## config.mk

```make
export PLATFORM = sky130hd
export DESIGN_NAME = seq_pattern_detect
export DESIGN_NICKNAME = d
export VERILOG_FILES = /design/src/rtl/seq_det_pkg.sv /design/src/rtl/sat_counter.sv /design/src/rtl/seq_pattern_detect.sv
export SDC_FILE = /design/constraint.sdc
export NUM_CORES = 1
export LEC_CHECK = 0
export CORE_AREA = 2 2 93 68
export DETAILED_ROUTE_END_ITERATION = 6
export DIE_AREA = 0 0 95 70
export SYNTH_ARGS = -nofsm -noshare
export SYNTH_HDL_FRONTEND = slang
export SYNTH_SLANG_ARGS = --single-unit
```

## constraint.sdc

```tcl
create_clock -name clk -period 2.6 [get_ports clk]
set_clock_uncertainty 0.15 [all_clocks]
set_input_delay 0.26 -clock clk [delete_from_list [all_inputs] [get_ports clk]]
set_output_delay 0.26 -clock clk [all_outputs]
set_load 0.02 [all_outputs]
```

## src/rtl/seq_det_pkg.sv

```systemverilog
// Shared types and helpers for the programmable serial pattern detector.
package seq_det_pkg;

  typedef enum logic [1:0] {
    IDLE  = 2'd0,
    FILL  = 2'd1,
    ARMED = 2'd2
  } state_t;

  localparam logic OVERLAP_ON  = 1'b1;
  localparam logic OVERLAP_OFF = 1'b0;

  // A length is usable only if it selects at least one and at most max_len bits.
  function automatic logic len_legal(input int len, input int max_len);
    return (len >= 1) && (len <= max_len);
  endfunction

endpackage

```

## src/rtl/sat_counter.sv

```systemverilog
// Saturating up-counter; a clear in the same cycle as an increment yields 1.
module sat_counter #(
  parameter int W = 8
) (
  input  logic         clk,
  input  logic         rst_n,
  input  logic         inc,
  input  logic         clr,
  output logic [W-1:0] q
);

  always_ff @(posedge clk or negedge rst_n) begin
    if (!rst_n) begin
      q <= '0;
    end else if (clr) begin
      q <= W'(inc);
    end else if (inc && (q != {W{1'b1}})) begin
      q <= q + W'(1);
    end
  end

endmodule

```

## src/rtl/seq_pattern_detect.sv

```systemverilog
// Runtime-programmable serial pattern detector with overlap control,
// registered match pulse and saturating match counter.
//
//   state | meaning
//   IDLE  | no legal configuration loaded; samples ignored
//   FILL  | collecting samples until history holds cfg_len bits
//   ARMED | history full; every accepted sample can match
module seq_pattern_detect
  import seq_det_pkg::*;
#(
  parameter int PAT_W = 8,
  parameter int CNT_W = 8,
  parameter int LEN_W = $clog2(PAT_W + 1)
) (
  input  logic             clk,
  input  logic             rst_n,
  input  logic             x,
  input  logic             x_valid,
  input  logic             cfg_load,
  input  logic [PAT_W-1:0] cfg_pattern,
  input  logic [LEN_W-1:0] cfg_len,
  input  logic             cfg_overlap,
  input  logic             cnt_clr,
  output logic             y,
  output logic [CNT_W-1:0] match_cnt,
  output logic             cfg_err,
  output logic             armed
);

  state_t state, state_next;

  logic [PAT_W-1:0] pat_q;
  logic [LEN_W-1:0] len_q;
  logic             ovl_q;
  logic [PAT_W-2:0] hist;
  logic [PAT_W-1:0] hist_next;
  logic [LEN_W-1:0] fill;
  logic [LEN_W:0]   fill_p1;
  logic [PAT_W-1:0] mask;
  logic             accept;
  logic             full_next;
  logic             match;
  logic             load_legal;

  assign accept     = x_valid && !cfg_load && (state != IDLE);
  assign hist_next  = {hist, x};
  assign fill_p1    = {1'b0, fill} + (LEN_W + 1)'(1);
  assign full_next  = (fill_p1 >= {1'b0, len_q});
  assign load_legal = len_legal(int'(cfg_len), PAT_W);

  always_ff @(posedge clk or negedge rst_n) begin
    if (!rst_n) begin
      state <= IDLE;
    end else begin
      state <= state_next;
    end
  end

  always_comb begin
    state_next = state;
    if (cfg_load) begin
      state_next = load_legal ? FILL : IDLE;
    end else begin
      case (state)
        IDLE:  state_next = IDLE;
        FILL: begin
          if (accept) begin
            if (match && (ovl_q == OVERLAP_OFF)) state_next = FILL;
            else if (full_next)                  state_next = ARMED;
          end
        end
        ARMED: begin
          if (match && (ovl_q == OVERLAP_OFF)) state_next = FILL;
        end
        default: state_next = IDLE;
      endcase
    end
  end

  // Only the low len_q bits of history and pattern take part in the compare.
  always_comb begin
    mask = '0;
    for (int i = 0; i < PAT_W; i++) begin
      mask[i] = (i < int'(len_q));
    end
    match = accept && full_next && ((hist_next & mask) == (pat_q & mask));
    armed = (state == ARMED);
  end

  always_ff @(posedge clk or negedge rst_n) begin
    if (!rst_n) begin
      pat_q   <= '0;
      len_q   <= '0;
      ovl_q   <= OVERLAP_OFF;
      hist    <= '0;
      fill    <= '0;
      y       <= 1'b0;
      cfg_err <= 1'b0;
    end else begin
      y <= match;
      if (cfg_load) begin
        pat_q   <= cfg_pattern;
        len_q   <= cfg_len;
        ovl_q   <= cfg_overlap;
        hist    <= '0;
        fill    <= '0;
        cfg_err <= !load_legal;
      end else if (accept) begin
        hist <= hist_next[PAT_W-2:0];
        if (match && (ovl_q == OVERLAP_OFF)) fill <= '0;
        else if (full_next)                  fill <= len_q;
        else                                 fill <= fill_p1[LEN_W-1:0];
      end
    end
  end

  sat_counter #(.W(CNT_W)) u_match_cnt (
    .clk   (clk),
    .rst_n (rst_n),
    .inc   (match),
    .clr   (cnt_clr || cfg_load),
    .q     (match_cnt)
  );

endmodule

```

Yosys cells after proc, flatten, opt, wreduce, memory -nomap -nowiden

Cells that the tools add are included.

Add/subtract/negate cells: 2
Magnitude comparators: 11
Equal/unequal tests: 7
Mux-type cells: 15
Bitwise gates (word level): 3
Reduce and logical (&&, ||, !) cells: 14

Operator list:

| cell                                                                         | count |
|---|---|
| 8-bit bitwise AND                                                            | 2 |
| 3-bit by 4-bit less-than comparator with 1-bit output (first input constant) | 4 |
| 4-bit two-way mux                                                            | 4 |
| 8-bit two-way mux                                                            | 2 |
| 7-bit two-way mux                                                            | 2 |
| 2-bit two-way mux                                                            | 5 |
| 8-bit by 1-bit adder with 8-bit output (second input constant)               | 1 |
| 8-bit equality test                                                          | 1 |
| 1-bit by 4-bit less-than comparator with 1-bit output (first input constant) | 2 |
| 2-bit by 4-bit less-than comparator with 1-bit output (first input constant) | 2 |
| 8-bit inequality test (second input constant)                                | 1 |
| 1-bit logical AND                                                            | 7 |
| 2-bit nonzero test                                                           | 3 |
| 4-bit by 1-bit adder with 5-bit output (second input constant)               | 1 |
| 5-bit by 4-bit >= comparator with 1-bit output                               | 1 |
| 4-bit by 1-bit >= comparator with 1-bit output (second input constant)       | 1 |
| 4-bit less-or-equal comparator (second input constant)                       | 1 |
| 4-bit inequality test (second input constant)                                | 1 |
| 2-bit case mux with 2 select lines                                           | 1 |
| 3-bit by 2-bit inequality test with 1-bit output (second input constant)     | 1 |
| 3-bit inequality test (second input constant)                                | 1 |
| 3-bit AND reduction                                                          | 1 |
| 2-bit by 1-bit equality test with 1-bit output (second input constant)       | 1 |
| 2-bit equality test (second input constant)                                  | 1 |
| 4 further kinds                                                              | 5 |

Bits in registers: 36
Input port bits: 19
Output and inout bits: 11
Logic and storage cells: 61

Logic depth before layout (Yosys ltp)

Depth in word-level cells: 10
Mapped depth: 10
Mapped depth without buffers: 9

Modules after synthesis

Synthesis repeated with hierarchy kept, for this count alone.

Cells, all modules: 195
Area, all modules: 1996.9 um^2

By module, submodules not included:

| module             | times used | cells each | area an instance (um^2) | seq. area each (um^2) |
|---|---|---|---|---|
| seq_pattern_detect | 1          | 148        | 1524.0                  | 700.7 |
| sat_counter        | 1          | 47         | 473.0                   | 200.2 |

Least setup slack after synthesis

OpenSTA, ideal clock, no wires.

Kind: register to register
From: register fill[0]
To: register fill[1]
Library setup time: 0.122 ns
Arrival: 2.172 ns
Required time: 2.328 ns
Setup slack: 0.156 ns
Stages on the path, launching flop included: 8
Buffers on the path: 0
Clock period less this slack: 2.444 ns
Cells stage by stage: dfrtp_1 ha_1 xor2_1 ha_1 o21ai_1 o21ai_1 mux2_2 a32o_1

Longest elaborated chain between the ends: 8
Elaborated cells on any way between the ends: 9
Those cells by class: add/sub: 1; order compare: 1; mux: 4; reduce/logical: 3

RTL lines:

| item                                           | line                      | source |
|---|---|---|
| start, declared                                | seq_pattern_detect.sv:37  | `logic [LEN_W-1:0] fill;` |
| start signal, assigned                         | seq_pattern_detect.sv:111 | `else if (full_next) fill <= len_q;` |
| start signal, assigned                         | seq_pattern_detect.sv:112 | `else fill <= fill_p1[LEN_W-1:0];` |
| 4-bit by 1-bit adder with 5-bit output (*)     | seq_pattern_detect.sv:47  | `assign fill_p1 = {1'b0, fill} + (LEN_W + 1)'(1);` |
| 5-bit by 4-bit >= comparator with 1-bit output | seq_pattern_detect.sv:48  | `assign full_next = (fill_p1 >= {1'b0, len_q});` |
| 1-bit logical AND (2 in series)                | seq_pattern_detect.sv:86  | `match = accept && full_next && ((hist_next & mask) == (pat_q & mask));` |
| 1-bit logical AND                              | seq_pattern_detect.sv:110 | `if (match && (ovl_q == OVERLAP_OFF)) fill <= '0;` |
| 4-bit two-way mux (*)                          | seq_pattern_detect.sv:110 |  |
| 4-bit two-way mux (*)                          | seq_pattern_detect.sv:108 | `end else if (accept) begin` |
| 4-bit two-way mux (*)                          | seq_pattern_detect.sv:101 | `if (cfg_load) begin` |

Mark *: on every way between the ends. The rest lies on a longest branch, timed or not. The select of a mux whose other input is x is not followed.
A chain may end at the register's enable or synchronous reset.

Worst setup path in the final report

From: register fill[1]
To: register u_match_cnt.q[7]

Longest elaborated chain between the ends: 6

RTL lines:

| item                                           | line                     | source |
|---|---|---|
| 4-bit by 1-bit adder with 5-bit output         | seq_pattern_detect.sv:47 |  |
| 5-bit by 4-bit >= comparator with 1-bit output | seq_pattern_detect.sv:48 |  |
| 1-bit logical AND (2 in series)                | seq_pattern_detect.sv:86 |  |
| 1-bit logical AND                              | sat_counter.sv:17        | `end else if (inc && (q != {W{1'b1}})) begin` |
| 2-bit nonzero test (no source line)            | -                        |  |
| end signal, assigned                           | sat_counter.sv:16        | `q <= W'(inc);` |
| end signal, assigned                           | sat_counter.sv:18        | `q <= q + W'(1);` |
| end, declared                                  | sat_counter.sv:9         | `output logic [W-1:0] q` |

Every way passes these cells.

==> metrics.md <==
| Metric | Value |
|---|---|
| Grt met2 use | `0.198` |
| FP Rows | `24` |
| Cells on worst reg2reg path | `9` |
| Synth top area share | `0.451` |
| Violated checks | `negative setup slack` |
| Die Footprint | `between 0.006 and 0.007 mm2` |
| Crit path cell chain | `ha_4, xor2_2, ha_4, o21ai_2, o41ai_4, nand4_4, buf_6, or3_1, a21oi_2` |
| Initial core utilization | `0.338` |
| Leading area contributor after synthesis | `dfrtp_1` |
| Buffer and inverter count on the worst path | `1` |
| Crit path max fanout | `6` |
| Clock transition at path regs | `around 0.070 ns` |
| Root buf cell | `clkbuf_8` |
| Syn Inst Count | `approximately 200` |
| Most frequent cells in the layout | `dfrtp_1 (36), clkdlybuf4s50_1 (28), nand2_1 (22), a21oi_1 (17), nor2_1 (12)` |
| Final Hold Vio Count | `0` |
| Worst ir drop on vdd | `between 0.2 and 0.3 mV` |
| Most used cell, CP | `ha_4` |
| Top FF cell, synth | `dfrtp_1` |
| Layout cells sized above 1 | `0.198` |
| Fin crit period | `2.63 ns` |
| Worst setup margin | `-0.0292 ns` |
| Status | `finished, violations left` |
| Global-route wire length before repair | `7.51 mm` |
| Synth top area cells | `dfrtp_1 (45%), mux2_2 (6.2%), ha_1 (5.6%)` |
| WHS | `0.354 ns` |
| Overflow left after global routing | `0` |
| Critical path's largest stage delay | `between 0.4 and 0.5 ns` |
| Pleak | `~1.1 nW` |
| Post-synth EDFFs | `0` |
| Drt pass-1 iters | `4` |
| Period utilisation layout | `1.01` |
| Worst Hold Depth | `1` |
| Number of max-cap violations | `0` |
| Fraction of registers with async set/reset | `1.00` |
| Worst Hold Class | `reg2reg` |
| DP HPWL | `roughly 3.3 mm` |
| Yosys reg bits | `36` |
| FMAX | `approximately 380 MHz` |
| Antenna diodes | `0` |
| RSZ-0062 raised after global routing | `true` |
| Crit path launch type | `register` |
| Most heavily used metal layer in global routing | `met1` |
| Vias | `1,623` |
| Fin util | `0.444` |
| Netlist cell types | `46` |
| Placer Congestion | `~0.85` |
| Worst EP required | `roughly 2.7 ns` |
| Post-layout net count | `between 200 and 300` |
| Mean post-synth cell area | `10.1 um2` |
| Net count after synthesis | `between 200 and 250` |
| Slew Limit Fails | `0` |
| Slew @ Worst Pin | `0.835 ns` |
| Commonest non-fill, non-tap cell in the layout | `dfrtp_1` |
| Post-DRT Antenna Nets | `0` |
| Max-Slew Margin vs Limit | `0.443` |
| Via/cell ratio | `~5.1` |
| Grt met1 use | `0.223` |
| Final Setup Violations | `2` |
| Setup TNS | `-0.0294 ns` |
| Vias in the first global route | `about 1,500` |
| Total GRT Usage | `0.146` |
| Initial antenna violation count | `0` |
| Power per cell area | `500 mW/mm2` |
| Max H-tree Level | `2` |
| # DRC | `0` |
| Die H | `about 70 um` |
| GRT met3 Usage | `0.0367` |
| Num CTS Buffers | `5` |
| Starting DRC count in detailed routing | `72` |
| Largest net degree at the start of global routing | `37` |
| WL/cell | `14.5 um` |
| Layout area overhead | `31.5%` |
| CTS sink count | `36` |
| Port bufs | `29` |
| Total number of cells along the worst setup path | `9` |
| Worst slack, placed | `0.0237 ns` |
| Core Area | `between 0.005 and 0.006 mm2` |
| Syn. warnings | `0` |
| Crit path kind | `reg2reg` |
| DRT Wirelength | `roughly 4.7 mm` |
| Top Family by Delay on Critical Path | `compound AO/OA/AOI/OAI gates` |
| Mapped Area | `~0.002 mm2` |
| Sequential fraction of the synthesis area | `0.451` |
| Clock latency at the later pin of the worst-skew pair | `between 0.2 and 0.3 ns` |
| Critical Path AT | `2.69 ns` |
| CTS tree | `done` |
| Ports | `30` |
| CP endpoint kind | `register` |
| Crit-path slowest cell | `o41ai_4` |
| Die width | `95 um` |
| Clock Path Buffers | `2` |
## cell type report
| class | count | area (um2) |
|---|---|---|
| fillers | 570 | 3290 |
| multi-input cells | 145 | 1080 |
| flip-flops and latches | 36 | 901 |
| repair buffers | 45 | 423 |
| well taps | 78 | 97.6 |
| clock buffers | 8 | 90.1 |
| inverters | 9 | 33.8 |
## cells in the mapped netlist, drive strengths merged, types with 2 or more instances
cell,instances
nand2,22
clkbuf,4
nand2b,3
nor2,12
or3,5
nand4,2
xor2,7
ha,9
nand3,6
inv,9
a31oi,2
mux2,11
o21ai,12
o21a,4
dfrtp,36
or2,2
nor3,3
buf,4
a32o,4
xnor2,4
o41ai,2
a21oi,18
## worst paths after layout
path / to / start / slack [ns]
setup reg to reg: u_match_cnt.q[7] / fill[1] / -0.03
hold reg to reg: cfg_err / cfg_err / 0.35
min in group asynchronous: state[1] / rst_n / 0.46
hold / removal: cfg_err / cfg_err / 0.35
setup / recovery: u_match_cnt.q[7] / fill[1] / -0.03
max in group asynchronous: hist[6] / rst_n / 1.30
## worst register-to-register path: stages (launching register included)
cell     delay (ns)
dfrtp_1        0.42
ha_4           0.19
xor2_2         0.20
ha_4           0.29
o21ai_2        0.07
o41ai_4        0.44
nand4_4        0.18
buf_6          0.18
or3_1          0.32
a21oi_2        0.12
## state kept, by name, indices dropped and copies added (netlist names)
| register | flops |
|---|---|
| cfg_err | 1 |
| fill | 4 |
| hist | 7 |
| len_q | 4 |
| ovl_q | 1 |
| pat_q | 8 |
| state | 2 |
| u_match_cnt.q | 8 |
| y | 1 |
## report_power, final
group	switching [W]	internal [W]
Combinational	0.000148	0.000138
Sequential	0.0000290	0.000591
Clock	0.000192	0.000216
## cells by family (layout without fill, tap and decap cells)
logic type | count (synthesis) | count (layout) | synth area share
simple gates | 60 | 60 | 0.156
xor+xnor | 11 | 11 | 0.0482
buf+inv | 17 | 62 | 0.0394
flops | 36 | 36 | 0.451
fa+ha+maj | 9 | 9 | 0.0563
mux | 12 | 12 | 0.0670
compound gates | 53 | 53 | 0.182
## stage by stage
| stage | power, W | std cells | cell area [um2] |
|---|---|---|---|
| floorplan | 0.000793 | 198 | 2000 |
| global placement | 0.000893 | 306 | 2400 |
| detailed placement | 0.000895 | 306 | 2400 |
| CTS | 0.00131 | 315 | 2500 |
| global route | 0.00139 | 321 | 2630 |
| finish | 0.00131 | 321 | 2630 |
## per-layer routing
metal  wire length, um  share of wire
met5                 0              0
met4                62          0.013
met3               212          0.046
met2              1990           0.43
met1              2390           0.51
## repair_timing
action / in CTS / in global routing
setup endpoints to repair: 1 / 14
buffers inserted: 0 / 6
pin swaps: 0 / 9
resized for setup: 0 / 17
hold endpoints to repair: 36 / 0
hold buffers: 1 / 0
No activity file was read; power rests on OpenSTA's default activity.
